<file path="config.mk">
export PLATFORM = sky130hd
export DESIGN_NAME = fixed_encoder_n
export DESIGN_NICKNAME = d
export VERILOG_FILES = /design/src/rtl/fixed_encoder_n.sv
export SDC_FILE = /design/constraint.sdc
export NUM_CORES = 1
export LEC_CHECK = 0
export ABC_AREA = 0
export CORE_ASPECT_RATIO = 1.1
export CORE_MARGIN = 5
export CORE_UTILIZATION = 40
export DETAILED_ROUTE_END_ITERATION = 16
export HOLD_SLACK_MARGIN = 0.12
export PLACE_DENSITY = 0.68
export SYNTH_ARGS = -nofsm -noshare
export SYNTH_HDL_FRONTEND = slang
export SYNTH_SLANG_ARGS = --single-unit
</file>
<file path="constraint.sdc">
create_clock -name iClock -period 3.36 [get_ports iClock]
set_input_delay 0.672 -clock iClock [delete_from_list [all_inputs] [get_ports iClock]]
set_output_delay 0.672 -clock iClock [all_outputs]
set_load 0.02 [all_outputs]
</file>
<file path="src/rtl/fixed_encoder_n.sv">
// Fixed-polynomial LPC residual encoder (orders 0..4) with per-block warmup passthrough.
// Input capture, history/index stage, partial sums, then final sum and warmup mux; 3-cycle latency.
module fixed_encoder_n #(
  parameter int unsigned SAMPLE_WIDTH = 16,
  parameter int unsigned RES_WIDTH    = SAMPLE_WIDTH + 4
) (
  input  logic                           iClock,
  input  logic                           iReset,
  input  logic                           iValid,
  input  logic                           iBlockStart,
  input  logic [2:0]                     iOrder,
  input  logic signed [SAMPLE_WIDTH-1:0] iSample,
  output logic signed [RES_WIDTH-1:0]    oResidual,
  output logic                           oWarmup,
  output logic [2:0]                     oOrder,
  output logic                           oBlockStart,
  output logic                           oValid
);

  localparam logic [2:0] MAX_ORDER = 3'd4;

  // Accepted sample and its block controls
  logic                           in_valid;
  logic                           in_block_start;
  logic [2:0]                     in_order;
  logic signed [SAMPLE_WIDTH-1:0] in_sample;

  // S1: current sample plus history, index and order in force
  logic signed [RES_WIDTH-1:0] x0, x1, x2, x3, x4;
  logic                        s1_valid;
  logic                        s1_block_start;
  logic [2:0]                  s1_index;
  logic [2:0]                  s1_order;
  logic [2:0]                  order_clamped_c;

  // S2: partial sums split into positive and negative coefficient terms
  logic signed [RES_WIDTH-1:0] pos_sum_c, neg_sum_c;
  logic signed [RES_WIDTH-1:0] s2_sample, s2_pos, s2_neg;
  logic                        s2_valid;
  logic                        s2_block_start;
  logic                        s2_warmup;
  logic [2:0]                  s2_order;

  assign order_clamped_c = (in_order > MAX_ORDER) ? MAX_ORDER : in_order;

  always_ff @(posedge iClock) begin
    if (iReset) begin
      in_valid       <= 1'b0;
      in_block_start <= 1'b0;
      in_order       <= '0;
      in_sample      <= '0;
    end else begin
      in_valid       <= iValid;
      in_block_start <= iValid & iBlockStart;
      if (iValid) begin
        in_order  <= iOrder;
        in_sample <= iSample;
      end
    end
  end

  // History and index move only on accepted samples; gaps leave them untouched
  always_ff @(posedge iClock) begin
    if (iReset) begin
      x0             <= '0;
      x1             <= '0;
      x2             <= '0;
      x3             <= '0;
      x4             <= '0;
      s1_valid       <= 1'b0;
      s1_block_start <= 1'b0;
      s1_index       <= '0;
      s1_order       <= '0;
    end else begin
      s1_valid       <= in_valid;
      s1_block_start <= in_block_start;
      if (in_valid) begin
        x0 <= RES_WIDTH'(in_sample);
        x1 <= x0;
        x2 <= x1;
        x3 <= x2;
        x4 <= x3;
        if (in_block_start) begin
          s1_order <= order_clamped_c;
          s1_index <= '0;
        end else if (s1_index != MAX_ORDER) begin
          s1_index <= s1_index + 3'd1;
        end
      end
    end
  end

  // Binomial coefficients built from shifts and adds only
  always_comb begin
    pos_sum_c = x0;
    neg_sum_c = '0;
    case (s1_order)
      3'd1: neg_sum_c = x1;
      3'd2: begin
        pos_sum_c = x0 + x2;
        neg_sum_c = x1 <<< 1;
      end
      3'd3: begin
        pos_sum_c = x0 + (x2 <<< 1) + x2;
        neg_sum_c = (x1 <<< 1) + x1 + x3;
      end
      3'd4: begin
        pos_sum_c = x0 + (x2 <<< 2) + (x2 <<< 1) + x4;
        neg_sum_c = (x1 <<< 2) + (x3 <<< 2);
      end
      default: ;
    endcase
  end

  always_ff @(posedge iClock) begin
    if (iReset) begin
      s2_valid       <= 1'b0;
      s2_block_start <= 1'b0;
      s2_warmup      <= 1'b0;
      s2_order       <= '0;
      s2_sample      <= '0;
      s2_pos         <= '0;
      s2_neg         <= '0;
    end else begin
      s2_valid       <= s1_valid;
      s2_block_start <= s1_block_start;
      if (s1_valid) begin
        s2_warmup <= (s1_index < s1_order);
        s2_order  <= s1_order;
        s2_sample <= x0;
        s2_pos    <= pos_sum_c;
        s2_neg    <= neg_sum_c;
      end
    end
  end

  // Output stage holds data across idle cycles; block start is a single-cycle flag
  always_ff @(posedge iClock) begin
    if (iReset) begin
      oValid      <= 1'b0;
      oBlockStart <= 1'b0;
      oResidual   <= '0;
      oWarmup     <= 1'b0;
      oOrder      <= '0;
    end else begin
      oValid      <= s2_valid;
      oBlockStart <= s2_valid & s2_block_start;
      if (s2_valid) begin
        oResidual <= s2_warmup ? s2_sample : (s2_pos - s2_neg);
        oWarmup   <= s2_warmup;
        oOrder    <= s2_order;
      end
    end
  end

endmodule

</file>
### Yosys cells after proc, flatten, opt, wreduce, memory -nomap -nowiden

Index checks and enable logic that the tools add are counted.

| operators by class | value |
|---|---|
| $lt $le $gt $ge | 2 |
| bitwise logic cells | 2 |
| reduce and logical (&&, ||, !) cells | 3 |
| equal/unequal tests | 5 |
| muxes and demuxes | 6 |
| add/subtract/negate cells | 11 |

Operators by type and width:

| cell | count |
|---|---|
| $pmux W20 S4 | 1 |
| $pmux W20 S3 | 1 |
| $add A18 B16 Y19 | 2 |
| $add A19 B17 Y20 | 1 |
| $add A20 B16 Y20 | 1 |
| $mux W20 | 1 |
| $sub A20 B20 Y20 | 1 |
| $add A16 B18 Y19 | 1 |
| $add A18 B18 Y19 | 1 |
| $add A16 B17 Y18 | 1 |
| $add A17 B16 Y18 | 1 |
| $add A16 B16 Y17 | 1 |
| $mux W3 | 3 |
| $eq A3 B2 Y1 const B | 2 |
| $reduce_and A2 Y1 | 2 |
| $add A3 B1 Y3 const B | 1 |
| $eq A3 B1 Y1 const B | 1 |
| $eq A3 B3 Y1 const B | 1 |
| $gt A3 B3 Y1 const B | 1 |
| $lt A3 B3 Y1 | 1 |
| $ne A3 B3 Y1 const B | 1 |
| $and A1 B1 Y1 | 2 |
| $reduce_bool A2 Y1 | 1 |

| word-level totals | value |
|---|---|
| output and inout port bits | 26 |
| flip-flop bits (word level) | 197 |

### Depth between registers and ports, before layout

Gate-level depths: netlist of the first run.

| logic depth | value |
|---|---|
| depth after elaboration | 4 |
| mapped depth | 14 |

### Least setup slack after synthesis of the first run

No wires, ideal clock.

| path | value |
|---|---|
| path type | reg2reg |
| from | reg x2[1] |
| to | reg s2_pos[19] |
| clock period less this slack | 3.550 ns |
| stages on the path, launching flop included | 13 |
| library setup time | 0.091 ns |
| slack | -0.190 ns |
| arrival time | 3.459 ns |
| path through | dfxtp_1 inv_1 fa_1 fa_1 inv_1 ha_1 a211oi_1 o21ai_0 nand3_1 nand2_1 or4_1 a21o_1 a311oi_1 |

| between the ends | value |
|---|---|
| cells in the longest elaborated chain, start to end | 4 |
| elaborated cells on any way between the ends | 7 |
| classes of those cells | add/sub (6); mux (1) |

Ends and longest elaborated chain:

| item | RTL line | source |
|---|---|---|
| from (decl) | 29 | `logic signed [RES_WIDTH-1:0] x0, x1, x2, x3, x4;` |
| from (signal assigned) | 67 | `x2 <= '0;` |
| from (signal assigned) | 80 | `x2 <= x1;` |
| $add A16 B18 Y19 | 108 | `pos_sum_c = x0 + (x2 <<< 2) + (x2 <<< 1) + x4;` |
| $add A19 B17 Y20 | 108 |  |
| $add A20 B16 Y20 | 108 |  |
| $pmux W20 S3 (*) | 97 | `case (s1_order)` |
| to (signal assigned) | 131 | `s2_pos <= pos_sum_c;` |
| to (decl) | 38 | `logic signed [RES_WIDTH-1:0] s2_sample, s2_pos, s2_neg;` |

Mark *: on every way between the ends. The rest lies on a longest branch, timed or not.
A chain may end at the register's enable or synchronous reset.

### Worst setup path in the final report of the first run

| path | value |
|---|---|
| from | reg x2[0] |
| to | reg s2_pos[18] |

The elaborated chain is that of the path after synthesis.

==> metrics.txt, run 1 <==
status=complete, but fails checks; failing checks=setup timing; Die Span Y=208 µm; critical path launch point type=flip-flop; row cnt=72; clock skew=0.0124 ns; Synth Instances=1,668; Initial Util=40.6%; Core Box Area=35,300 µm²; HP Start=s2_block_start$_SDFF_PP0_; top_reg_cell synth=dfxtp_1; most common cell after layout, fill and taps aside=nor2_1; drt via density=5.57; Final #Nets=1,985; synthesized area per cell=8.59 µm²; Die W=190 µm; CTS root buffer=clkbuf_16; Placed Area=16,100 µm²; internal power=3.72 mW; Hold Vio Cnt, Final=0; CTS buffer count=17; Worst Hold End=oBlockStart$_SDFF_PP0_; register bit total from synthesis=196; drt wl/cell=18.8 µm; CP max stage cell=fa_1; post-route ant nets=0; origin of the worst setup path=x2[0]$_SDFFE_PP0P_; Max transition margin=40.2%; initial antenna violation count=0; GRT Util Overall=21.5%; total power=5.18 mW; Setup crit end kind=flip-flop; I/O pins=49; clk sinks=196; pin count of the biggest net entering global routing=167; post-synthesis cell area=14,300 µm²; clock latency at the later pin of the worst-skew pair=0.46 ns; CP Data Required Time=3.72 ns; Buf+Inv Stages, Crit Path=3; clock transition at the registers of the reported paths=0.08 ns; sequential area share after synthesis=27.4%; CP cell instances=inv_2 -> fa_1 -> fa_1 -> inv_1 -> ha_2 -> inv_2 -> fa_2 -> nor2b_4 -> o31a_1 -> o21ai_2 -> o21ai_2 -> a311oi_2 -> or3_1 -> a311oi_1; layout cells sized above 1=12.8%; Yosys warning count=0; P_sw=1.45 mW; DR iter-0 viols=1,064; vias in the first global route=12,600; Die Area=39,700 µm²; PortBufs=48; r2r endpoint=s2_pos[18]$_SDFFE_PP0P_; Flop pwr share=46.7%; cell class contributing the biggest share of worst-path delay=adder cells; first-pass iteration count of the detailed router=5; Post-synth EDFFs=0; setup ws final=-0.123 ns; DRC viols=0; Post-synth ARST share=0%; most frequent cells in the layout=nor2_1, dfxtp_1, mux2i_1; Sw Share=28.1%; gr ovfl total=0; fin crit share=104%; clk buf depth=2; H-tree depth=4; crit path max fanout=3; Area Overhead vs Synth=18.4%; DRT Wirelength=42.8 mm; FMAX=0.287 GHz; Place WS=-0.191 ns; Worst-Margin Slew=0.896 ns; HP Class=flip-flop to flip-flop; leakage power total=7.14 nW; Post-Syn Nets=1,869; Reg2Reg Setup Slack=-0.12 ns; RSZ-0062 raised after global routing=true; first-pass GRT wire length=68.3 mm; WP data arrival=3.84 ns; Placer Congestion=0.909; max-slew violations=0; Max stage delay on crit path=0.56 ns; number of antenna diodes=0; hold-critical path depth=1; R2R cell count=14; DR vias=12,700; peak supply drop=0.000333 V; power per cell area=305 nW/µm²; CP Class=flip-flop to flip-flop; Min Clock Period, post-route=3.48 ns; CTS tree=yes; R2R Path Start=x2[0]$_SDFFE_PP0P_; clock power share=42.5%; cts hold-fix bufs=0; Design Area, Final=17,000 µm²; unique cell type count in the Yosys netlist=75; logic gate share of total power=10.9%; DPL Wire Length=33.1 mm; Max Cap Viol=0; final setup fails=3
routing by layer:
metal / track usage, % / vias to the layer above / routed length [µm]
met3: 3.62 / 62 / 3010
met4: 6.24 / 0 / 936
met5: 0 / - / 0
met2: 35.0 / 401 / 19700
li1: - / 6171 / -
met1: 29.4 / 6057 / 19200
state kept, by name (all words and copies together) (netlist names), 3 cells and up:
name	flops
x1	16
s2_sample	16
in_sample	16
s2_order	3
s1_index	3
in_order	3
s1_order	3
x0	16
x2	16
s2_pos	20
s2_neg	19
x3	16
oResidual	20
oOrder	3
x4	16
Yosys cell counts, types with 12 or more instances:
cell	instances	area share [%]
nand3_1	25	0.87
xor2_1	26	1.6
a22oi_1	20	1.0
mux2i_1	133	9.3
ha_1	111	9.7
a21oi_1	102	3.6
fa_1	67	9.4
and3_1	14	0.61
nor2_1	218	5.7
o211ai_1	14	0.73
o21bai_1	15	0.79
a211oi_1	28	1.5
dfxtp_1	196	27
nand2b_1	12	0.52
nor2b_1	16	0.70
a21o_1	30	1.6
nand2_1	95	2.5
nor3_1	25	0.87
a311oi_1	12	0.73
o21ai_0	80	2.8
o22ai_1	12	0.52
or3_1	14	0.61
buf_1	18	0.47
xnor2_1	36	2.2
inv_1	135	3.5
clkbuf_1	48	1.3
o21a_1	18	0.94
through the flow:
| stage | std cells | util [%] | TNS [ns] | hold WS [ns] |
|---|---|---|---|---|
| floorplan | 1668 | - | 0 | 0.406 |
| global placement | 2243 | 45.6 | -0.319 | 0.411 |
| detailed placement | 2243 | 45.6 | -0.593 | 0.415 |
| CTS | 2276 | 47.6 | -0.173 | 0.435 |
| global route | 2278 | 48.0 | -1.16 | 0.468 |
| finish | 2278 | 48.0 | -0.211 | 0.430 |
kinds of logic (layout without fill, tap and decap cells):
group                      after synthesis  count (layout)  share of synthesized area [%]
and+or+nand+nor                        467             467                           14.8
buffers and inverters                  204             333                           5.36
adders and majority gates              178             178                           19.1
AOI/OAI and AO/OA                      423             423                           19.9
muxes                                  138             138                           9.69
xor gates and xnor gates                62              62                           3.79
DFF                                    196             196                           27.4
power groups by stage:
stage / Clock (mW) / Combinational (mW) / Sequential [mW]
after floorplan: 0 / 0.376 / 2.46
after global placement: 0 / 0.543 / 2.47
after detailed placement: 0 / 0.551 / 2.47
after CTS: 2.23 / 0.556 / 2.42
after global routing: 2.34 / 0.614 / 2.42
final: 2.20 / 0.562 / 2.42
repair_timing:
item / CTS / global route
setup endpoints to repair: 9 / 16
pin swaps: 15 / 17
gates resized for setup: 22 / 29
cloned: 0 / 0
setup buffers: 1 / 2
worst reg2reg max path, cell delays in order, from the launching register on:
cell      delay [ns]
dfxtp_4         0.35
inv_2           0.04
fa_1            0.56
fa_1            0.42
inv_1           0.07
ha_2            0.18
inv_2           0.04
fa_2            0.37
nor2b_4         0.13
o31a_1          0.23
o21ai_2         0.11
o21ai_2         0.22
a311oi_2        0.13
or3_1           0.32
a311oi_1        0.24
final cells by class:
type / count / area, µm²
Tap cell: 481 / 602
Inverter: 136 / 510
Fill cell: 3339 / 18400
Multi-Input combinational cell: 1268 / 9850
Clock buffer: 20 / 489
Sequential cell: 196 / 3950
Timing Repair Buffer: 165 / 1400
Clock inverter: 12 / 153
how the worst max path moves through the flow:
stage | to | cells past startpoint | slack, ns
2_1_floorplan | s2_pos[19]$_SDFFE_PP0P_ | 12 | 0.003
3_3_place_gp | s2_pos[18]$_SDFFE_PP0P_ | 14 | -0.15
3_5_place_dp | s2_pos[18]$_SDFFE_PP0P_ | 14 | -0.19
4_1_cts | s2_pos[18]$_SDFFE_PP0P_ | 14 | -0.1
5_1_grt | s2_pos[18]$_SDFFE_PP0P_ | 14 | -0.24
6_report | s2_pos[18]$_SDFFE_PP0P_ | 14 | -0.12
(Power assumes the default switching activity.)
==> run 2: changes to the inputs <==
--- a/config.mk
+++ b/config.mk
@@ -12,6 +12,7 @@
 export DETAILED_ROUTE_END_ITERATION = 16
 export HOLD_SLACK_MARGIN = 0.12
 export PLACE_DENSITY = 0.68
+export SLEW_MARGIN = 20
 export SYNTH_ARGS = -nofsm -noshare
 export SYNTH_HDL_FRONTEND = slang
 export SYNTH_SLANG_ARGS = --single-unit
==> results of run 2 <==
No change in the layout: final DEF, timing and power equal those of run 1.
==> run 3: changes to the inputs <==
--- a/config.mk
+++ b/config.mk
@@ -5,7 +5,6 @@
 export SDC_FILE = /design/constraint.sdc
 export NUM_CORES = 1
 export LEC_CHECK = 0
-export ABC_AREA = 0
 export CORE_ASPECT_RATIO = 1.1
 export CORE_MARGIN = 5
 export CORE_UTILIZATION = 40
==> constraint.sdc (replaced) <==
create_clock -name iClock -period 3.15 [get_ports iClock]
set_input_delay 0.63 -clock iClock [delete_from_list [all_inputs] [get_ports iClock]]
set_output_delay 0.63 -clock iClock [all_outputs]
set_load 0.02 [all_outputs]
==> metrics.txt, run 3 (synthesis results as in run 1) <==
number of antenna diodes=0; clock skew=0.0185 ns; H-tree depth=4; Worst Hold End=oBlockStart$_SDFF_PP0_; initial antenna violation count=0; I/O pins=49; fillers=3,290; Placed Area=16,400 µm²; WP data arrival=3.77 ns; DR vias=13,100; Hold Slack=0.428 ns; hold-critical path depth=1; DRT Wirelength=44.0 mm; R2R Path Start=x2[0]$_SDFFE_PP0P_; pin count of the biggest net entering global routing=73; CP Class=flip-flop to flip-flop; CP Data Required Time=3.52 ns; vias in the first global route=13,200; most common cell after layout, fill and taps aside=nor2_1; CTS root buffer=clkbuf_16; DRC viols=0; Die Area=39,700 µm²; Reg2Reg Setup Slack=-0.25 ns; Setup crit end kind=flip-flop; Worst-Margin Slew=0.958 ns; Hold Vio Cnt, Final=0; R2R cell count=14; Area Overhead vs Synth=20.9%; clock transition at the registers of the reported paths=0.08 ns; FMAX=0.294 GHz; max-slew violations=0; Cells after DPL=2,276; Place WS=-0.326 ns; HP Start=s2_block_start$_SDFF_PP0_; failing checks=setup timing; layout cells sized above 1=15.7%; Core Box Area=35,300 µm²; biggest regs=oResidual x20, s2_pos x20, s2_neg x19; setup ws final=-0.253 ns; peak supply drop=0.000364 V; DR iter-0 viols=1,225; Placer Congestion=0.998; post-route ant nets=0; RSZ-0062 raised after global routing=true; first-pass GRT wire length=69.8 mm; Max transition margin=35.9%; clk sinks=196; gr ovfl total=0; drt wl/cell=19.0 µm; Initial Util=40.6%; drt via density=5.66; setup tns final=-1.48 ns; status=complete, but fails checks; Max Cap Viol=0; Die Span Y=208 µm; HP Class=flip-flop to flip-flop; first-pass iteration count of the detailed router=5; fin crit share=108%; clock latency at the later pin of the worst-skew pair=0.46 ns; DPL Wire Length=33.6 mm; power per cell area=319 nW/µm²; Design Area, Final=17,300 µm²; most frequent cells in the layout=nor2_1, dfxtp_1, buf_4; row cnt=72; r2r endpoint=s2_pos[18]$_SDFFE_PP0P_; critical path launch point type=flip-flop; Min Clock Period, post-route=3.40 ns; CTS buffer count=17; crit path max fanout=4; Non-Filler Instances=2,316; CTS tree=yes; clk buf depth=2; leakage power total=7.35 nW; PortBufs=48; GRT Util Overall=22.0%; cts hold-fix bufs=0; Final #Nets=2,023; final setup fails=11; Die W=190 µm
## run 3: changes by cell type in the layout (fill, tap and decap cells not counted), moves of 5 or more
cell / previous run / this run
buf_4: 114 / 152
o21ai_0: 73 / 64
o21ai_1: 6 / 12
dfxtp_1: 180 / 175
dfxtp_4: 4 / 9
## run 3: timing repair
action	CTS	global route
pin swaps	29	24
endpoints found under the setup margin	16	20
setup buffers	6	6
resized for setup	41	33
## run 3: worst max path at each step
stage,start,end,slack [ns],cells after the start
after detailed placement,x2[1]$_SDFFE_PP0P_,s2_pos[19]$_SDFFE_PP0P_,-0.33,12
final,x2[0]$_SDFFE_PP0P_,s2_pos[18]$_SDFFE_PP0P_,-0.25,14
after floorplan,x2[1]$_SDFFE_PP0P_,s2_pos[19]$_SDFFE_PP0P_,-0.12,12
after global routing,x2[0]$_SDFFE_PP0P_,s2_pos[18]$_SDFFE_PP0P_,-0.39,14
after global placement,x2[2]$_SDFFE_PP0P_,s2_pos[19]$_SDFFE_PP0P_,-0.26,12
after CTS,x2[0]$_SDFFE_PP0P_,s2_pos[16]$_SDFFE_PP0P_,-0.28,14
## run 3: area by class of cell
| cell class | count | area (µm²) | share of cell area, % |
|---|---|---|---|
| repair buffers | 203 | 1670 | 9.67 |
| inverters | 136 | 513 | 2.96 |
| clock inverters | 13 | 156 | 0.903 |
| flip-flops and latches | 196 | 3970 | 22.9 |
| well taps | 481 | 602 | 3.48 |
| clock buffers | 19 | 454 | 2.62 |
| multi-input cells | 1268 | 9940 | 57.4 |
## run 3: power by group
| group | internal (mW) | switching [mW] | total, mW |
|---|---|---|---|
| combinational | 0.265 | 0.348 | 0.614 |
| clock | 1.19 | 1.16 | 2.35 |
| sequential | 2.52 | 0.0508 | 2.57 |
| total | 3.97 | 1.56 | 5.53 |
## run 3: per-layer routing
metal / vias to the layer above / GRT usage [%] / share of wire [%]
met5: - / 0 / 0
met4: 0 / 9.29 / 4.1
met3: 98 / 2.85 / 6.5
met2: 458 / 35.7 / 45
met1: 6293 / 29.4 / 44
li1: 6252 / - / -
## run 3: critical path, cell delays in order (launching register included)
cell      delay [ns]
dfxtp_4         0.38
inv_2           0.04
fa_1            0.55
fa_1            0.43
inv_2           0.08
ha_4            0.13
inv_2           0.04
fa_2            0.36
nor2b_2         0.13
o31a_1          0.25
o21ai_2         0.11
o21ai_2         0.15
a311oi_1        0.12
or3_1           0.32
a311oi_1        0.24
## run 3: metrics by stage
stage | total power, mW | utilization (%)
after floorplan | 3.02 | -
after global placement | 3.22 | 46.4
after detailed placement | 3.23 | 46.4
after CTS | 5.57 | 48.7
after global routing | 5.72 | 49.0
final | 5.53 | 49.0
==> patch: new RTL, config.mk and constraints of run 2 <==
Add an input register stage for `iValid`, `iBlockStart`, `iOrder` and `iSample`, without a reset; this delays them by one clock.
--- a/src/rtl/fixed_encoder_n.sv
+++ b/src/rtl/fixed_encoder_n.sv
@@ -18,6 +18,18 @@
 );
 
   localparam logic [2:0] MAX_ORDER = 3'd4;
+
+  logic iValid_q;
+  logic iBlockStart_q;
+  logic [2:0] iOrder_q;
+  logic signed [SAMPLE_WIDTH-1:0] iSample_q;
+
+  always_ff @(posedge iClock) begin
+    iValid_q      <= iValid;
+    iBlockStart_q <= iBlockStart;
+    iOrder_q      <= iOrder;
+    iSample_q     <= iSample;
+  end
 
   // Accepted sample and its block controls
   logic                           in_valid;
@@ -50,11 +62,11 @@
       in_order       <= '0;
       in_sample      <= '0;
     end else begin
-      in_valid       <= iValid;
-      in_block_start <= iValid & iBlockStart;
-      if (iValid) begin
-        in_order  <= iOrder;
-        in_sample <= iSample;
+      in_valid       <= iValid_q;
+      in_block_start <= iValid_q & iBlockStart_q;
+      if (iValid_q) begin
+        in_order  <= iOrder_q;
+        in_sample <= iSample_q;
       end
     end
   end
Function: changed (Yosys sat finds a counterexample within 10 cycles, from zero or initial values and one cycle with iReset high).
==> patch against run 2 <==
The run still ends with negative setup slack left; area after synthesis increased by 0.35%; power increased by 24%; routed wire length decreased by 3.7%; final cell count decreased by 0.66%; sequential cell count increased by 21; cell area increased by 3.0%; sequential power increased by 11%; worst setup slack got worse by 68 ps; first-iteration DRC count decreased by 19%.
==> patch: results (changes against run 2) <==
<table>
<tr><th>Metric</th><th>Value</th></tr>
<tr><th colspan="2">Timing</th></tr>
<tr><td>Setup Viol. Count Final</td><td>10 (+7)</td></tr>
<tr><td>Final setup margin</td><td>-190.8 ps (-68.19 ps)</td></tr>
<tr><td>Final-layout worst hold slack</td><td>424.2 ps (-6.182 ps)</td></tr>
<tr><th colspan="2">Place</th></tr>
<tr><td>Cell Area, Placed</td><td>16200 µm² (+0.61%)</td></tr>
<tr><td>Routability Congestion</td><td>0.9690 (+6.6%)</td></tr>
<tr><th colspan="2">Global routing</th></tr>
<tr><td>Met1 Resource Use GR</td><td>29.72% (+0.27 points)</td></tr>
<tr><td>Fraction of met2 tracks used by global routing</td><td>31.91% (-3.1 points)</td></tr>
<tr><td>Maximum number of pins on one net before global-route repair</td><td>93 (-44%)</td></tr>
<tr><th colspan="2">Critical path</th></tr>
<tr><td>Worst R2R Path Depth</td><td>16 (+2)</td></tr>
<tr><td>Worst-path fanout max</td><td>4 (+1)</td></tr>
<tr><td>Destination of the critical timing path</td><td>s2_pos[15]$_SDFFE_PP0P_</td></tr>
<tr><th colspan="2">Run status</th></tr>
<tr><td>Violations in the final reports</td><td>negative setup slack</td></tr>
<tr><td>Result of the run</td><td>finished with violations</td></tr>
<tr><th colspan="2">Power</th></tr>
<tr><td>Part of the power in combinational logic</td><td>8.8% (-2.1 points)</td></tr>
<tr><th colspan="2">Clock tree</th></tr>
<tr><td>Clock input transition at the sequential cells of the worst setup and hold paths</td><td>60 ps (-20 ps)</td></tr>
<tr><td>Maximum level of the CTS H-tree</td><td>1 (-3)</td></tr>
<tr><td>Largest buffer count on any clock path</td><td>3 (+1)</td></tr>
<tr><td>Later-pin clock latency in the skew report</td><td>550 ps (+90 ps)</td></tr>
<tr><th colspan="2">Worst hold path</th></tr>
<tr><td>Worst Hold Launch</td><td>iBlockStart_q$_DFF_P_</td></tr>
<tr><td>Hold Path Sink</td><td>in_block_start$_SDFF_PP0_</td></tr>
<tr><th colspan="2">Routing</th></tr>
<tr><td>Routed wl met2</td><td>18090 µm (-8.1%)</td></tr>
<tr><td>Wire length on met1</td><td>19340 µm (+0.92%)</td></tr>
<tr><td>DR WL/cell</td><td>18.21 µm (-3.1%)</td></tr>
<tr><td>Via count normalized by instance count</td><td>5.468 (-1.9%)</td></tr>
<tr><th colspan="2">Layout</th></tr>
<tr><td>Fin nets</td><td>1963 (-1.1%)</td></tr>
</table>
==> patch: what timing repair did <==
action | 4_1_cts | 5_1_grt
setup endpoints to repair | 12 | 19
endpoints found under the hold margin | 0 | 0
hold buffers | 0 | 0
gates resized for setup | 14 | 44
buffers inserted | 2 | 7
pin swaps | 20 | 29
==> patch: kinds of logic (layout without fill, tap and decap cells) <==
family,after synthesis,count (layout),share of synthesized area (%)
AND/OR/NAND/NOR,428,428,13.37
flip-flops,217,217,30.23
AO/OA/AOI/OAI,388,388,18.01
XOR/XNOR,73,73,4.449
buffers and inverters,191,356,5.007
adder cells (fa/ha/maj),178,178,19.00
multiplexers,142,142,9.935
==> patch: cell type report <==
cell class | count | area [µm²]
tap | 481 | 601.8
clock inverter | 15 | 232.7
sequential | 217 | 4375
multi-input combinational | 1209 | 9544
fill | 3382 | 17840
timing repair buffer | 184 | 1503
inverter | 124 | 465.4
clock buffer | 33 | 748.2
==> patch: critical path: stages (launching register included) <==
cell	delay (ps)
sky130_fd_sc_hd__dfxtp_4	360
sky130_fd_sc_hd__inv_2	40
sky130_fd_sc_hd__fa_1	500
sky130_fd_sc_hd__fa_1	500
sky130_fd_sc_hd__inv_1	40
sky130_fd_sc_hd__ha_2	190
sky130_fd_sc_hd__buf_4	140
sky130_fd_sc_hd__a211o_1	300
sky130_fd_sc_hd__a211oi_4	280
sky130_fd_sc_hd__buf_4	170
sky130_fd_sc_hd__buf_4	90
sky130_fd_sc_hd__nor3_1	40
sky130_fd_sc_hd__nand3b_1	200
sky130_fd_sc_hd__a21oi_2	170
sky130_fd_sc_hd__xnor2_1	130
sky130_fd_sc_hd__a21oi_1	80
sky130_fd_sc_hd__a211oi_1	220
